==> config.mk <==
export PLATFORM = sky130hd
export DESIGN_NAME = bcd_count_ctrl_flat
export DESIGN_NICKNAME = d
export VERILOG_FILES = /design/src/rtl/bcd_cmd_if.sv /design/src/rtl/bcd_count_ctrl.sv /design/src/flat_wrapper.sv
export SDC_FILE = /design/constraint.sdc
export NUM_CORES = 1
export LEC_CHECK = 0
export CORE_ASPECT_RATIO = 0.5
export CORE_MARGIN = 2
export CORE_UTILIZATION = 44
export CTS_CLUSTER_DIAMETER = 100
export DETAILED_ROUTE_END_ITERATION = 16
export PLACE_DENSITY = 0.78
export REMOVE_ABC_BUFFERS = 1
export SETUP_SLACK_MARGIN = 0.2
export SLEW_MARGIN = 0
export SYNTH_ARGS = -nofsm -noshare
export SYNTH_HDL_FRONTEND = slang
export SYNTH_SLANG_ARGS = --single-unit
==> constraint.sdc <==
create_clock -name clk -period 5.8 [get_ports clk]
set_clock_uncertainty 0.2 [all_clocks]
set_input_delay 0.58 -clock clk [delete_from_list [all_inputs] [get_ports clk]]
set_output_delay 0.58 -clock clk [all_outputs]
set_load 0.02 [all_outputs]
==> src/rtl/bcd_cmd_if.sv <==
// Command handshake bundle for bcd_count_ctrl: one LOAD/RUN/STOP command per
// cmd_valid & cmd_ready cycle.
interface bcd_cmd_if;
  logic        cmd_valid;
  logic        cmd_ready;
  logic [1:0]  cmd_op;
  logic [15:0] cmd_data;

  modport master (output cmd_valid, output cmd_op, output cmd_data, input cmd_ready);
  modport slave  (input cmd_valid, input cmd_op, input cmd_data, output cmd_ready);
endinterface

==> src/rtl/bcd_count_ctrl.sv <==
// Sequencer for four BCD counter slices with prescaled counting and carry/borrow cascade.
// Optional feature macro: BCD_CTRL_STOP_AT_LIMIT_EN (stop at 9999/0000 instead of wrapping).
module bcd_count_ctrl #(
  parameter int unsigned TICK_DIV = 4
) (
  input  logic        clk,
  input  logic        rst,
  bcd_cmd_if.slave    cmd,
  output logic [15:0] dig_load,
  output logic [3:0]  dig_enter,
  output logic [3:0]  dig_mode,
  output logic [15:0] count_q,
  output logic        running,
  output logic        wrap,
  output logic        load_err,
  output logic [1:0]  state_dbg
);

  typedef enum logic [1:0] {
    S_IDLE = 2'd0,
    S_LOAD = 2'd1,
    S_RUN  = 2'd2
  } state_t;

  localparam logic [1:0]  OP_LOAD     = 2'b00;
  localparam logic [1:0]  OP_RUN_UP   = 2'b01;
  localparam logic [1:0]  OP_RUN_DOWN = 2'b10;
  localparam logic [1:0]  OP_STOP     = 2'b11;
  localparam logic [15:0] TICK_LAST   = 16'(TICK_DIV - 1);

  state_t      state_q, state_d;
  logic        dir_q, dir_d;          // 1 = up, 0 = down
  logic [15:0] presc_q, presc_d;
  logic [15:0] load_q, load_d;
  logic [15:0] count_d;
  logic        wrap_q, wrap_d;
  logic        load_err_q, load_err_d;

  logic        accept;
  logic        tick;
  logic        step_en;
  logic        step_ok;
  logic        all_lim;
  logic [3:0]  at_lim;
  logic [3:0]  step;
  logic [15:0] load_clean;
  logic        load_bad;

  // Valid/ready: a command is taken on any cycle where cmd_valid and cmd_ready
  // are both high; cmd_ready drops only during the one LOAD cycle and reset.
  assign cmd.cmd_ready = (state_q != S_LOAD) && !rst;
  assign accept        = cmd.cmd_valid && cmd.cmd_ready;
  assign tick          = (state_q == S_RUN) && (presc_q == TICK_LAST);
  assign running       = (state_q == S_RUN);
  assign wrap          = wrap_q;
  assign load_err      = load_err_q;
  assign state_dbg     = state_q;

  // Any accepted command in RUN supersedes a due tick (STOP must not step).
  always_comb begin
    step_en = tick && !accept;
    for (int i = 0; i < 4; i++) begin
      at_lim[i] = dir_q ? (count_q[i*4 +: 4] == 4'd9) : (count_q[i*4 +: 4] == 4'd0);
    end
    all_lim = &at_lim;
`ifdef BCD_CTRL_STOP_AT_LIMIT_EN
    step_ok = step_en && !all_lim;
`else
    step_ok = step_en;
`endif
    step[0] = step_ok;
    for (int i = 1; i < 4; i++) begin
      step[i] = step[i-1] && at_lim[i-1];
    end
  end

  always_comb begin
    load_bad   = 1'b0;
    load_clean = cmd.cmd_data;
    for (int i = 0; i < 4; i++) begin
      if (cmd.cmd_data[i*4 +: 4] > 4'd9) begin
        load_clean[i*4 +: 4] = 4'd0;
        load_bad             = 1'b1;
      end
    end
  end

  always_comb begin
    state_d    = state_q;
    dir_d      = dir_q;
    load_d     = load_q;
    count_d    = count_q;
    wrap_d     = 1'b0;
    load_err_d = 1'b0;

    case (state_q)
      S_IDLE, S_RUN: begin
        if (accept) begin
          case (cmd.cmd_op)
            OP_LOAD: begin
              state_d    = S_LOAD;
              load_d     = load_clean;
              load_err_d = load_bad;
            end
            OP_RUN_UP: begin
              state_d = S_RUN;
              dir_d   = 1'b1;
            end
            OP_RUN_DOWN: begin
              state_d = S_RUN;
              dir_d   = 1'b0;
            end
            OP_STOP: state_d = S_IDLE;
            default: state_d = state_q;
          endcase
        end
      end
      S_LOAD: begin
        count_d = load_q;
        state_d = S_IDLE;
      end
      default: state_d = S_IDLE;
    endcase

    for (int i = 0; i < 4; i++) begin
      if (step[i]) begin
        if (dir_q) count_d[i*4 +: 4] = (count_q[i*4 +: 4] == 4'd9) ? 4'd0 : count_q[i*4 +: 4] + 4'd1;
        else       count_d[i*4 +: 4] = (count_q[i*4 +: 4] == 4'd0) ? 4'd9 : count_q[i*4 +: 4] - 4'd1;
      end
    end

    if (step_en && all_lim) begin
      wrap_d = 1'b1;
`ifdef BCD_CTRL_STOP_AT_LIMIT_EN
      state_d = S_IDLE;
`endif
    end

    presc_d = (state_d == S_RUN && !accept && !tick) ? presc_q + 16'd1 : 16'd0;
  end

  always_comb begin
    dig_mode = {4{dir_q}};
    if (rst) begin
      dig_enter = 4'hF;
      dig_load  = 16'h0000;
    end else if (state_q == S_LOAD) begin
      dig_enter = 4'hF;
      dig_load  = load_q;
    end else begin
      dig_enter = ~step;
      dig_load  = count_q;
    end
  end

  always_ff @(posedge clk) begin
    if (rst) begin
      state_q    <= S_IDLE;
      dir_q      <= 1'b1;
      presc_q    <= 16'd0;
      load_q     <= 16'd0;
      count_q    <= 16'd0;
      wrap_q     <= 1'b0;
      load_err_q <= 1'b0;
    end else begin
      state_q    <= state_d;
      dir_q      <= dir_d;
      presc_q    <= presc_d;
      load_q     <= load_d;
      count_q    <= count_d;
      wrap_q     <= wrap_d;
      load_err_q <= load_err_d;
    end
  end

endmodule

==> src/flat_wrapper.sv <==
// flat-port wrapper written by rule: the top's interface ports become plain ports
module bcd_count_ctrl_flat 
#(
  parameter int unsigned TICK_DIV = 4
)
  (clk, rst, dig_load, dig_enter, dig_mode, count_q, running, wrap, load_err, state_dbg, cmd_cmd_valid, cmd_cmd_op, cmd_cmd_data, cmd_cmd_ready);
  bcd_cmd_if cmd_i ();
  input  logic clk;
  input  logic rst;
  output logic [15:0] dig_load;
  output logic [3:0] dig_enter;
  output logic [3:0] dig_mode;
  output logic [15:0] count_q;
  output logic running;
  output logic wrap;
  output logic load_err;
  output logic [1:0] state_dbg;
  input wire logic [$bits(cmd_i.cmd_valid)-1:0] cmd_cmd_valid;
  input wire logic [$bits(cmd_i.cmd_op)-1:0] cmd_cmd_op;
  input wire logic [$bits(cmd_i.cmd_data)-1:0] cmd_cmd_data;
  output wire logic [$bits(cmd_i.cmd_ready)-1:0] cmd_cmd_ready;
  assign cmd_i.cmd_valid = cmd_cmd_valid;
  assign cmd_i.cmd_op = cmd_cmd_op;
  assign cmd_i.cmd_data = cmd_cmd_data;
  assign cmd_cmd_ready = cmd_i.cmd_ready;
  bcd_count_ctrl #(.TICK_DIV(TICK_DIV)) u_core (.clk(clk), .rst(rst), .cmd(cmd_i), .dig_load(dig_load), .dig_enter(dig_enter), .dig_mode(dig_mode), .count_q(count_q), .running(running), .wrap(wrap), .load_err(load_err), .state_dbg(state_dbg));
endmodule
* Word-level counts from Yosys, hierarchy flattened
Index checks and enable logic that the tools add are counted.
** Word-level totals
- Register bits :: 53
- Bits of input ports :: 21
- Output and inout bits :: 46
- Logic and storage cells :: 101
** Operators by class
- $add $sub $neg :: 9
- $lt $le $gt $ge :: 4
- Eq/ne operators :: 12
- Muxes and demuxes :: 37
- Bitwise operators :: 5
- Reductions and logical operators :: 27
** Operators with widths (count)
- $mux W4 :: 22
- $mux W16 :: 2
- $add A16 B1 Y16 const B :: 1
- $add A4 B1 Y4 const B :: 4
- $eq A16 B2 Y1 const B :: 1
- $eq A4 B4 Y1 const B :: 4
- $gt A4 B4 Y1 const B :: 4
- $logic_not A4 Y1 :: 4
- $sub A4 B1 Y4 const B :: 4
- $logic_and A1 B1 Y1 :: 10
- $mux W1 :: 9
- $eq A2 B2 Y1 const B :: 4
- $pmux W2 S3 :: 1
- $reduce_and A3 Y1 :: 2
- $reduce_or A2 Y1 :: 3
- $eq A2 B1 Y1 const B :: 2
- $logic_not A2 Y1 :: 2
- $mux W2 :: 2
- $not A1 Y1 :: 4
- $not A4 Y4 :: 1
- $reduce_and A4 Y1 :: 1
- $reduce_or A4 Y1 :: 1
- $logic_not A1 Y1 :: 3
- $ne A2 B1 Y1 const B :: 1
- 2 further kinds :: 2

* Logic depth before layout (Yosys ltp)
- Depth after elaboration :: 11
- Mapped depth :: 7

* Worst setup path after synthesis
OpenSTA, ideal clock, no wires.
- Kind :: reg2out
- Start point :: reg u_core.state_q[1], in the netlist u_core.state_dbg[1]
- End point :: out dig_enter[2]
- Arrival :: 1.734 ns
- Required time :: 5.020 ns
- Slack :: 3.286 ns
- Stages on the path, launching flop included :: 6
- Buffers on the path :: 1
- Cells stage by stage :: dfxtp_1 > nor2b_1 > nand3_1 > nor3_4 > buf_6 > nand3_1
** On the way
- Elaborated cells between the ends (all ways) :: 13
** RTL lines
- start, declared :: RTL line bcd_count_ctrl.sv:31 : state_t state_q, state_d;
- start signal, assigned :: RTL line bcd_count_ctrl.sv:166 : state_q <= state_d;
- $eq A2 B2 Y1
- named net running :: RTL line flat_wrapper.sv:14 : output logic running;
- $logic_and A1 B1 Y1 :: RTL line bcd_count_ctrl.sv:53 : assign tick = (state_q == S_RUN) && (presc_q == TICK_LAST);
- $logic_and A1 B1 Y1 :: RTL line bcd_count_ctrl.sv:61 : step_en = tick && !accept;
- $logic_and A1 B1 Y1 (2 in a row) :: RTL line bcd_count_ctrl.sv:73 : step[i] = step[i-1] && at_lim[i-1];
- $not A4 Y4 :: RTL line bcd_count_ctrl.sv:151 : dig_enter = ~step;
- $mux W4 :: RTL line bcd_count_ctrl.sv:147 : end else if (state_q == S_LOAD) begin
- $mux W4 :: RTL line bcd_count_ctrl.sv:144 : if (rst) begin
- end, declared :: RTL line flat_wrapper.sv:11 : output logic [3:0] dig_enter;
The timed path passes the listed nets, and every way through them passes these cells.

* Final worst setup path
- Start point :: in rst
- End point :: out dig_enter[3]
** On the way
- Cells in the longest elaborated chain, start to end :: 11
** Ends and longest elaborated chain
- start, declared :: RTL line flat_wrapper.sv:9 : input logic rst;
- $logic_not A1 Y1 :: RTL line bcd_count_ctrl.sv:51 : assign cmd.cmd_ready = (state_q != S_LOAD) && !rst;
- $logic_and A1 B1 Y1 :: RTL line bcd_count_ctrl.sv:51
- $logic_and A1 B1 Y1 :: RTL line bcd_count_ctrl.sv:52 : assign accept = cmd.cmd_valid && cmd.cmd_ready;
- $logic_not A1 Y1 :: RTL line bcd_count_ctrl.sv:61
- $logic_and A1 B1 Y1 :: RTL line bcd_count_ctrl.sv:61
- $logic_and A1 B1 Y1 (3 in a row) :: RTL line bcd_count_ctrl.sv:73
- $not A4 Y4 :: RTL line bcd_count_ctrl.sv:151
- $mux W4 :: RTL line bcd_count_ctrl.sv:147
- $mux W4 (*) :: RTL line bcd_count_ctrl.sv:144
Mark *: on every way between the ends. The rest lies on a longest branch, timed or not.

==> results.py <==
metrics = {
    "outcome": {
        "run_status": "finished clean",
    },
    "setup_path": {
        "rr_startpoint": "u_core.dir_q",
        "path_class": "input pin to primary output",
        "worst_setup_path_start_kind": "input pin",
        "cp_max_fo": 30,
        "required_ns": 5.02,
        "critPathArrivalTime_ns": 2.91,
        "startpoint": "rst",
        "crit_path_end_kind": "primary output",
    },
    "job": {
        "drv_cap": 0,
    },
    "synth": {
        "postSynthCellCount": 411,
        "synth_top_flop_cell": "dfxtp_1",
        "ys_ff_latch": 53,
        "synthTopCellsByArea": "dfxtp_1 33%, nand2_1 6.7%, nor2_1 5.4%",
        "synth_cell_types": 66,
        "synth_most_common_cell": "nand2_1",
        "synth_edf_count": 0,
        "synth-warning-count": 0,
        "async_flop_share": 0,
        "synthTopCellsByCount": "58 x nand2_1, 53 x dfxtp_1, 47 x nor2_1, 34 x o21ai_0, 26 x nand3_1",
        "syn_area_um2": 3240,
        "synth_top_area_cell": "dfxtp_1",
        "synth_seq_area_share": 0.327,
        "synth_top_area_share": 0.327,
        "avgSynthCellArea_um2": 7.89,
    },
    "routing": {
        "vias_per_cell": 5.36,
        "drt_iter0_markers": 171,
        "route.detailed.drc": 0,
        "final_antenna_net_count": 0,
        "wl_per_cell_um": 12.8,
        "routed_wl_um": 7010,
        "firstDrtPassIters": 4,
        "vias": 2930,
    },
    "sta": {
        "fmaxAchievable_ghz": 0.271,
        "tns_ns": 0,
        "rsz0062_at_grt": "false",
        "finalSetupViolCount": 0,
        "drv_slew": 0,
        "slew-limit-headroom": 0.265,
        "post-route-period-util": 0.637,
        "worst_slack_ns": 2.11,
        "hold_viol_final": 0,
        "min_period_ns": 3.69,
        "tightest_slew_ns": 1.10,
    },
    "placed_design": {
        "port_buffers": 66,
        "place_congestion": 0.840,
        "place_inst": 539,
        "detailed_place_hpwl_um": 5110,
        "preCtsSetupSlack_ns": 2.12,
    },
    "finish": {
        "fill_cells": 683,
        "multi_input_area_um2": 1920,
        "antenna_cells": 0,
        "layoutNonFillerInstCount": 547,
        "drive_gt1_frac": 0.0687,
        "finalNetCount": 475,
        "regArea_um2": 1060,
        "areaGrowthSynthToFinish_pct": 23.0,
    },
    "grt": {
        "antenna_found_initial": 0,
        "grt_pass1_wl_um": 12300,
        "grtUsageTotal": 0.181,
        "grt_max_degree": 41,
        "first_global_vias": 2699,
        "grt-ovfl-total": 0,
    },
    "die": {
        "rows": 22,
        "core_um2": 7240,
        "die_w_um": 125,
        "num_io_pins": 67,
        "initial_core_util": 0.448,
        "die-area_um2": 8110,
        "die_y_um": 64.7,
    },
    "power_and_ir_drop": {
        "leakage_uw": 0.00130,
        "max-vdd-ir-drop_uv": 142,
        "power.internal_uw": 607,
        "clkPwrFrac": 0.429,
        "p_switching_uw": 178,
        "p_seq_frac": 0.472,
        "swShare": 0.227,
        "p_per_area_nw_per_um2": 197,
        "combPwrFrac": 0.099,
    },
    "clock_network": {
        "htree_levels": 2,
        "path_clk_slew_ns": 0.07,
        "clockBufferDepth": 2,
        "cts_tree": "built",
        "cts_buffers": 5,
        "postCtsSetupBuffers": 0,
        "insertion_delay_ns": 0.29,
        "clock-root-buffer": "clkbuf_16",
        "cts_resized": 0,
        "cts_sinks": 53,
        "ctsHoldBuffers": 0,
    },
    "hold_path": {
        "min_from": "u_core.presc_q[0]",
        "hp-class": "flop to flop",
    },
}
[logic make-up (layout without fill, tap and decap cells)]
kind of cell	count (synthesis)	after routing	share of synthesized area
buffers and inverters	47	87	0.0803
adder cells (fa/ha/maj)	4	4	0.0154
XOR/XNOR	16	16	0.0432
AO/OA/AOI/OAI	89	89	0.178
multiplexers	12	12	0.0413
flip-flops	53	53	0.327
AND/OR/NAND/NOR	190	190	0.315
[cells in the final DEF, fill, tap and decap left out, drive strengths merged, types with 2 or more instances in the layout]
master,n
and2,2
mux2i,7
o22a,3
inv,10
a311oi,2
a21oi,25
xor2,5
mux2,5
xnor2,11
and3,8
o22ai,2
and4,2
a221oi,2
and3b,4
clkbuf,6
or3,5
a21boi,2
clkinv,2
nand4,3
nand3b,8
buf,2
clkdlybuf4s50,66
nand2b,4
a22oi,2
o21ai,34
ha,4
a211oi,5
nand3,27
nor2b,4
nor2,47
nor3,9
nand2,58
dfxtp,53
nor4,4
nor4b,3
[area by class of cell]
class | instances | share of cell area
clock inverter | 2 | 0.00973
inverter | 11 | 0.0104
sequential | 53 | 0.266
multi-input combinational | 311 | 0.482
timing repair buffer | 68 | 0.169
clock buffer | 6 | 0.0323
tap | 96 | 0.0301
[power groups by stage]
stage / Clock (uW) / Sequential [uW] / Combinational (uW)
after floorplan: 0 / 387 / 31.9
after global placement: 0 / 379 / 76.6
after detailed placement: 0 / 379 / 77.7
after CTS: 345 / 371 / 77.9
after global routing: 361 / 371 / 85.4
final: 337 / 371 / 77.5
[layer usage]
| metal | track usage | part of all wire | vias to the layer above |
|---|---|---|---|
| met1 | 0.240 | 0.47 | 1362 |
| met4 | 0.0528 | 0.011 | 0 |
| met3 | 0.0355 | 0.048 | 8 |
| met5 | 0 | 0 | - |
| met2 | 0.304 | 0.47 | 62 |
| li1 | - | - | 1498 |
[worst max-delay path, cell delays in order]
cell and delay [ns]:
clkdlybuf4s50_1 0.46, buf_4 0.30, nand2b_1 0.18, nand3_1 0.18, nor3_4 0.44, nand4_2 0.19, clkdlybuf4s50_1 0.59
[registers in the layout, summed over array words and instances (netlist names)]
signal and flops:
u_core.count_q 16, u_core.load_q 16, u_core.state_dbg 2, u_core.presc_q 16, u_core.dir_q 1, u_core.load_err 1
u_core.wrap 1
[final timing paths]
path	end	slack, ns	cells past startpoint
worst max-delay path	dig_enter[3]	2.11	7
worst min-delay path	u_core.presc_q[0]	0.26	1
worst max register to register	u_core.count_q[10]	3.29	6
worst min register to register	u_core.presc_q[0]	0.26	1
[through the flow]
step	utilization	area (um^2)	hold WS [ns]	total power, uW
final	0.551	3990	0.260	786
after global placement	0.527	3820	0.238	456
after global routing	0.551	3990	0.277	818
after CTS	0.551	3990	0.263	793
after floorplan	-	3020	0.226	419
after detailed placement	0.527	3820	0.247	457
Note: power is estimated with default switching activity, not from simulation.
